### config.mk
export PLATFORM = sky130hd
export DESIGN_NAME = keypad_scan_flat
export DESIGN_NICKNAME = d
export VERILOG_FILES = /design/src/rtl/keypad_scan_if.sv /design/src/rtl/keypad_scan.sv /design/src/flat_wrapper.sv
export SDC_FILE = /design/constraint.sdc
export NUM_CORES = 1
export LEC_CHECK = 0
export ABC_AREA = 1
export CAP_MARGIN = 20
export CORE_AREA = 2 2 75 77
export DETAILED_ROUTE_END_ITERATION = 7
export DIE_AREA = 0 0 77 79
export GPL_TIMING_DRIVEN = 1
export PLACE_DENSITY = 0.83
export SKIP_CTS_REPAIR_TIMING = 1
export SYNTH_ARGS = -nofsm -noshare
export SYNTH_HDL_FRONTEND = slang
export SYNTH_SLANG_ARGS = --single-unit
### constraint.sdc
create_clock -name clk -period 5 [get_ports clk]
set_input_delay 1.5 -clock clk [delete_from_list [all_inputs] [get_ports clk]]
set_output_delay 1.5 -clock clk [all_outputs]
set_load 0.01 [all_outputs]
### src/rtl/keypad_scan_if.sv
// Keypad scanner interface: matrix lines plus the decoded key/display bus.
// Combinational grouping only, no latency of its own.
// No backpressure: key_valid is a single-cycle strobe with no ready return.
interface keypad_scan_if;
    logic [3:0]  row;
    logic [3:0]  col;
    logic [3:0]  key_code;
    logic        key_valid;
    logic        key_down;
    logic [15:0] data_out;

    // Scanner side: reads rows, drives strobes and key results
    modport master (
        input  row,
        output col,
        output key_code,
        output key_valid,
        output key_down,
        output data_out
    );

    // Keypad/consumer side
    modport slave (
        output row,
        input  col,
        input  key_code,
        input  key_valid,
        input  key_down,
        input  data_out
    );
endinterface

### src/rtl/keypad_scan.sv
// 4x4 matrix keypad scanner with press/release debounce and a 4-code history register.
// Latency: key_valid one clk after the tick that completes DEBOUNCE_TICKS stable samples.
// No backpressure: key_valid is a one-cycle strobe; consumer must take it when it fires.
module keypad_scan #(
    parameter int SCAN_DIV       = 100000,
    parameter int DEBOUNCE_TICKS = 20
) (
    input  logic          clk,
    input  logic          rst_n,
    keypad_scan_if.master kp
);
    localparam int TW = $clog2(SCAN_DIV);
    localparam int DW = $clog2(DEBOUNCE_TICKS + 1);
    localparam logic [TW-1:0] TICK_LAST = TW'(SCAN_DIV - 1);
    localparam logic [DW-1:0] DEB_LAST  = DW'(DEBOUNCE_TICKS);

    typedef enum logic [1:0] {SCAN, DEBOUNCE, HELD} state_t;

    // Active-low one-hot strobe for a column index
    function automatic logic [3:0] strobe(input logic [1:0] idx);
        return ~(4'b0001 << idx);
    endfunction

    // Lowest-numbered row that is pulled low
    function automatic logic [1:0] row_index(input logic [3:0] p);
        if (!p[0])      return 2'd0;
        else if (!p[1]) return 2'd1;
        else if (!p[2]) return 2'd2;
        else            return 2'd3;
    endfunction

    logic [TW-1:0] tick_cnt;
    logic          tick;
    logic [3:0]    row_meta;
    logic [3:0]    row_sync;

    state_t        state;
    logic          started;
    logic [1:0]    col_idx;
    logic [1:0]    next_idx;
    logic [3:0]    pattern;
    logic [DW-1:0] deb_cnt;
    logic [3:0]    new_code;

    logic [3:0]    col_r;
    logic [3:0]    key_code_r;
    logic          key_valid_r;
    logic          key_down_r;
    logic [15:0]   data_r;

    assign tick     = (tick_cnt == TICK_LAST);
    assign next_idx = col_idx + 2'd1;
    // row_idx*4 + col_idx is just the two indices concatenated
    assign new_code = {row_index(row_sync), col_idx};

    // Scan tick divider: one-cycle tick every SCAN_DIV clocks
    always_ff @(posedge clk or posedge rst_n) begin
        if (rst_n)     tick_cnt <= '0;
        else if (tick) tick_cnt <= '0;
        else           tick_cnt <= tick_cnt + 1'b1;
    end

    // Two-flop synchronizer for the asynchronous row lines (idle = all high)
    always_ff @(posedge clk or posedge rst_n) begin
        if (rst_n) begin
            row_meta <= 4'b1111;
            row_sync <= 4'b1111;
        end else begin
            row_meta <= kp.row;
            row_sync <= row_meta;
        end
    end

    // Scan / debounce / held state machine with registered outputs
    always_ff @(posedge clk or posedge rst_n) begin
        if (rst_n) begin
            state       <= SCAN;
            started     <= 1'b0;
            col_idx     <= 2'd0;
            pattern     <= 4'b1111;
            deb_cnt     <= '0;
            col_r       <= 4'b1111;
            key_code_r  <= 4'd0;
            key_valid_r <= 1'b0;
            key_down_r  <= 1'b0;
            data_r      <= 16'h0000;
        end else begin
            key_valid_r <= 1'b0;
            if (tick) begin
                case (state)
                    SCAN: begin
                        if (!started) begin
                            // First tick only turns the strobes on; rows are not valid yet
                            started <= 1'b1;
                            col_r   <= strobe(col_idx);
                        end else if (row_sync != 4'b1111) begin
                            pattern <= row_sync;
                            if (DEBOUNCE_TICKS == 1) begin
                                key_code_r  <= new_code;
                                key_valid_r <= 1'b1;
                                key_down_r  <= 1'b1;
                                data_r      <= {data_r[11:0], new_code};
                                deb_cnt     <= '0;
                                state       <= HELD;
                            end else begin
                                deb_cnt <= DW'(1);
                                state   <= DEBOUNCE;
                            end
                        end else begin
                            col_idx <= next_idx;
                            col_r   <= strobe(next_idx);
                        end
                    end
                    DEBOUNCE: begin
                        if (row_sync == pattern) begin
                            if (deb_cnt + 1'b1 == DEB_LAST) begin
                                key_code_r  <= new_code;
                                key_valid_r <= 1'b1;
                                key_down_r  <= 1'b1;
                                data_r      <= {data_r[11:0], new_code};
                                deb_cnt     <= '0;
                                state       <= HELD;
                            end else begin
                                deb_cnt <= deb_cnt + 1'b1;
                            end
                        end else begin
                            // Bounce or change: drop the candidate and keep scanning
                            state   <= SCAN;
                            col_idx <= next_idx;
                            col_r   <= strobe(next_idx);
                        end
                    end
                    HELD: begin
                        if (row_sync == 4'b1111) begin
                            if (deb_cnt + 1'b1 == DEB_LAST) begin
                                key_down_r <= 1'b0;
                                deb_cnt    <= '0;
                                state      <= SCAN;
                                col_idx    <= next_idx;
                                col_r      <= strobe(next_idx);
                            end else begin
                                deb_cnt <= deb_cnt + 1'b1;
                            end
                        end else begin
                            // Any key still down (including a second one) restarts release
                            deb_cnt <= '0;
                        end
                    end
                    default: state <= SCAN;
                endcase
            end
        end
    end

    assign kp.col       = col_r;
    assign kp.key_code  = key_code_r;
    assign kp.key_valid = key_valid_r;
    assign kp.key_down  = key_down_r;
    assign kp.data_out  = data_r;
endmodule

### src/flat_wrapper.sv
// flat-port wrapper written by rule: the top's interface ports become plain ports
module keypad_scan_flat 
#(
    parameter int SCAN_DIV       = 100000,
    parameter int DEBOUNCE_TICKS = 20
)
  (clk, rst_n, kp_row, kp_col, kp_key_code, kp_key_valid, kp_key_down, kp_data_out);
  keypad_scan_if kp_i ();
  input  logic clk;
  input  logic rst_n;
  input wire logic [$bits(kp_i.row)-1:0] kp_row;
  output wire logic [$bits(kp_i.col)-1:0] kp_col;
  output wire logic [$bits(kp_i.key_code)-1:0] kp_key_code;
  output wire logic [$bits(kp_i.key_valid)-1:0] kp_key_valid;
  output wire logic [$bits(kp_i.key_down)-1:0] kp_key_down;
  output wire logic [$bits(kp_i.data_out)-1:0] kp_data_out;
  assign kp_i.row = kp_row;
  assign kp_col = kp_i.col;
  assign kp_key_code = kp_i.key_code;
  assign kp_key_valid = kp_i.key_valid;
  assign kp_key_down = kp_i.key_down;
  assign kp_data_out = kp_i.data_out;
  keypad_scan #(.SCAN_DIV(SCAN_DIV), .DEBOUNCE_TICKS(DEBOUNCE_TICKS)) u_core (.clk(clk), .rst_n(rst_n), .kp(kp_i));
endmodule
==> results.md <==
- The number of clock sinks seen by CTS is 61.
- The final worst-path cycle share is 58.1%.
- The largest single stage delay on the critical path is 530 ps.
- The length of routed wiring on met1 is about 2.7 mm.
- The height of the die is ~79 µm.
- Measured against its own limit, the worst slew margin works out to 54.2%.
- The achievable clock frequency is 344 MHz.
- In the routed design, unresolved DRC markers number 0.
- The post-synthesis net count is 396.
- The register clock-pin slew on the reported worst setup and hold paths is 70 ps.
- A synthesized cell averages just over 8 µm².
- The data required time at the worst endpoint is 3500 ps.
- The synthesized instance count is 380.
- The signal arrival time at the worst endpoint is 1400 ps.
- The total area inside the core boundary comes to roughly 0.0053 mm².
- The number of warnings printed during yosys synthesis is 0.
- The library cell used most frequently in the layout, excluding fill and tap cells, is nand2_1.
- The sum of negative setup slack is 0 ps.
- The first global-routing pass estimated 10.3 mm of wire.
- The clock skew is 7.42 ps.
- Once layout is done, the placed cells without fillers occupy 0.00366 mm².
- In this run the tool buffered the top-level ports with 31 buffer cells.
- Once detail routing completed, the nets flagged for antenna violations numbered 0.
- After synthesis the cells add up to 0.00313 mm².
- In this run the core area contains 27 standard-cell rows.
- The endpoint class of the critical path is a primary output.
- The sequential element share of the synthesized area is 49.5%.
- The starting density of the core is roughly three fifths.
- After detailed routing, the average wire length per cell comes to 12.2 µm.
- The number of endpoints failing setup at the final stage is 0.
- The number of global-route vias before repair is 2353.
- The post-synthesis xor/xnor area fraction is under 10%.
- Setup repair after global routing left no endpoint under its margin.
- The longest clock path from root to sink contains 2 buffers.
- The total of flip-flops plus latches after synthesis is 61.
- The wire-length estimate of the detail-placed layout is 4.38 mm.
- In the layout the commonest cells are 130 x nand2_1, 45 x dfrtp_1, 42 x inv_1.
- The compound-cell area share of the yosys netlist is 4.76%.
- The worst slack on hold paths is 356 ps.
- The largest fanout of any net on the critical path is 2.
- The number of detailed-route iterations in the first pass is 5.
- The cell at the root of the clock tree is clkbuf_8.
- The floorplan step set the die width to a little under 80 µm.
- For flop-to-flop paths, the worst setup slack is 3130 ps.
- The final number of hold-violating endpoints is 0.
- The fraction of layout cells with a size suffix above 1 is 15.0%.
- Traced cell by cell, the critical path runs through clkdlybuf4s50_1.
- The detailed-route vias per instance is about 5.
- The leakage power summed over all cells is 1.84 nW.
- The portion of netlist area occupied by mux cells is 1.28%.
- The path type of the worst setup path is flip-flop to primary output.
- The run finished with clean final reports.
- The transition at the pin with the smallest max-transition slack is 685 ps.
- The max-capacitance violation count is 0.
- The gate family responsible for the most delay along the worst path is flip-flops.
- The simple-gate portion of the synthesized area is 29.9%.
- The CTS tree is built.
- Power comes to 0.951 mW.
- Summed over all nets, wire length on met2 after detailed routing comes to 2.91 mm.
- The area of the die is ~0.006 mm².
- The global-route usage over all layers is a little over a fifth.
- In this run the top signal layer used is met4.
- The insertion delay to the later sink of the worst-skew pair is 340 ps.
- The worst min-delay path class is flip-flop to flip-flop.
- The instance area at placement is 0.00346 mm².
- The count of vias placed by the detailed router is 2453.
- The number of clock buffers added by TritonCTS is 9.
- Together, buffers and inverters on the worst path number 1.
- The number of H-tree levels is 3.
- The number of antenna violations at the first check in global routing is 0.
- The routability congestion estimate is 0.898.
- After synthesis, the largest family of logic cells by area is simple AND/OR/NAND/NOR gates.
- The area share of fa/ha/maj cells after synthesis is roughly 4.0%.
- The peak supply drop is between 0.2 and 0.25 mV.
- The share of synthesized area in the top cell type comes to 36.0%.
- The met3 routed wirelength is roughly 260 µm.
- After the first detailed-routing iteration, the DRC count stood at ~120.
- The final worst setup slack is about 2100 ps.
- In this run the power density over the cells is 260 mW/mm².
- The distinct cell type count after synthesis is 35.
- By area the synthesized netlist is led by dfrtp_1 36%, nand2_1 16%, dfstp_2 13%, inv_1 5.2%, ha_1 4.0%.
- The library cell contributing the largest single delay on the critical path is dfstp_2.
- The final-stage net count is 431.
- For this block, the routed nets add up to 5.98 mm of wire.
- The antenna diode instance count is 0.
- The overall overflow remaining after global route is 0.
- The area growth from synthesis to layout is 17.0%.
- The kind of start point of the critical path is a flip-flop.
- The number of max-slew violations in the final report is 0.
- OpenSTA, run right after detailed placement, puts the worst setup slack at around 2100 ps.
- The maximum number of pins on one net before global-route repair is 35.
- The post-synthesis cell type with the largest combined area is dfrtp_1.
- The number of top-level pins is 32.
- The time the worst path needs with I/O delays and setup is 2900 ps.
## registers in the layout, indices dropped and copies added (netlist names)
| name | count |
|---|---|
| u_core.tick_cnt | 17 |
| u_core.pattern | 4 |
| u_core.deb_cnt | 5 |
| u_core.row_meta | 4 |
| u_core.started | 1 |
| u_core.kp.key_valid | 1 |
| u_core.row_sync | 4 |
| u_core.state | 2 |
| u_core.kp.data_out | 16 |
| u_core.kp.key_down | 1 |
| u_core.col_idx | 2 |
| u_core.kp.col | 4 |
## synth_stat cells
| cell type | number |
|---|---|
| nand2_1 | 130 |
| nor2_1 | 31 |
| nor3_2 | 1 |
| nand3b_1 | 1 |
| nor4_1 | 1 |
| nand4_1 | 4 |
| clkinv_1 | 1 |
| dfstp_2 | 16 |
| mux2i_1 | 4 |
| xnor2_1 | 1 |
| ha_1 | 10 |
| nand2_4 | 2 |
| a21o_1 | 1 |
| xor2_1 | 6 |
| nand3_1 | 17 |
| clkinv_2 | 1 |
| inv_2 | 6 |
| buf_6 | 3 |
| o21ai_0 | 13 |
| clkinv_4 | 1 |
| o211ai_1 | 1 |
| a21oi_2 | 1 |
| buf_2 | 1 |
| or3_1 | 1 |
| o21ai_1 | 7 |
| nor2_2 | 9 |
| nor3_1 | 3 |
| a21oi_1 | 5 |
| nand3_4 | 1 |
| nand2_2 | 4 |
| buf_4 | 4 |
| inv_1 | 43 |
| nor2_4 | 2 |
| nand3_2 | 3 |
| dfrtp_1 | 45 |
## report_power, final
| group | internal [mW] | switching [mW] | leakage, nW |
|---|---|---|---|
| Clock | 0.242 | 0.187 | 0.0964 |
| Sequential | 0.500 | 0.00234 | 0.781 |
| Combinational | 0.00582 | 0.0132 | 0.965 |
## layout make-up
class / count / area, µm²
tap: 72 / 90.1
clock inverter: 4 / 47.5
clock buffer: 12 / 145
inverter: 52 / 201
timing repair buffer: 32 / 318
fill: 439 / 1680
multi-input combinational: 259 / 1310
sequential: 61 / 1550
## kinds of logic (layout without fill, tap and decap cells)
logic type | count (synthesis) | count (layout)
simple gates | 210 | 210
buf+inv | 60 | 100
xor+xnor | 7 | 7
mux | 4 | 4
flops | 61 | 61
fa+ha+maj | 10 | 10
compound gates | 28 | 28
## metrics by stage
step / cells / util (%)
detailed placement: 476 / 64.9
global placement: 476 / 64.9
finish: 492 / 68.5
floorplan: 380 / -
CTS: 492 / 68.5
global route: 492 / 68.5
## metal layers
layer  up-vias  global-route usage (%)
met2        51                    36.0
li1       1240                       -
met3        10                    6.48
met5         -                       0
met1      1152                    25.7
met4         0                    10.0
## path summary, 6_finish.rpt
| kind | start | to | depth (start not counted) |
|---|---|---|---|
| worst min-delay path | u_core.row_meta[0] | u_core.row_sync[0] | 0 |
| worst max-delay path | u_core.kp.col[1] | kp_col[1] | 1 |
| min in group asynchronous | rst_n | u_core.col_idx[0] | 2 |
| worst max register to register | u_core.deb_cnt[0] | u_core.kp.data_out[11] | 10 |
| max in group asynchronous | rst_n | u_core.row_meta[3] | 3 |
| worst min register to register | u_core.row_meta[0] | u_core.row_sync[0] | 0 |
Note: power is estimated with default switching activity, not from simulation.
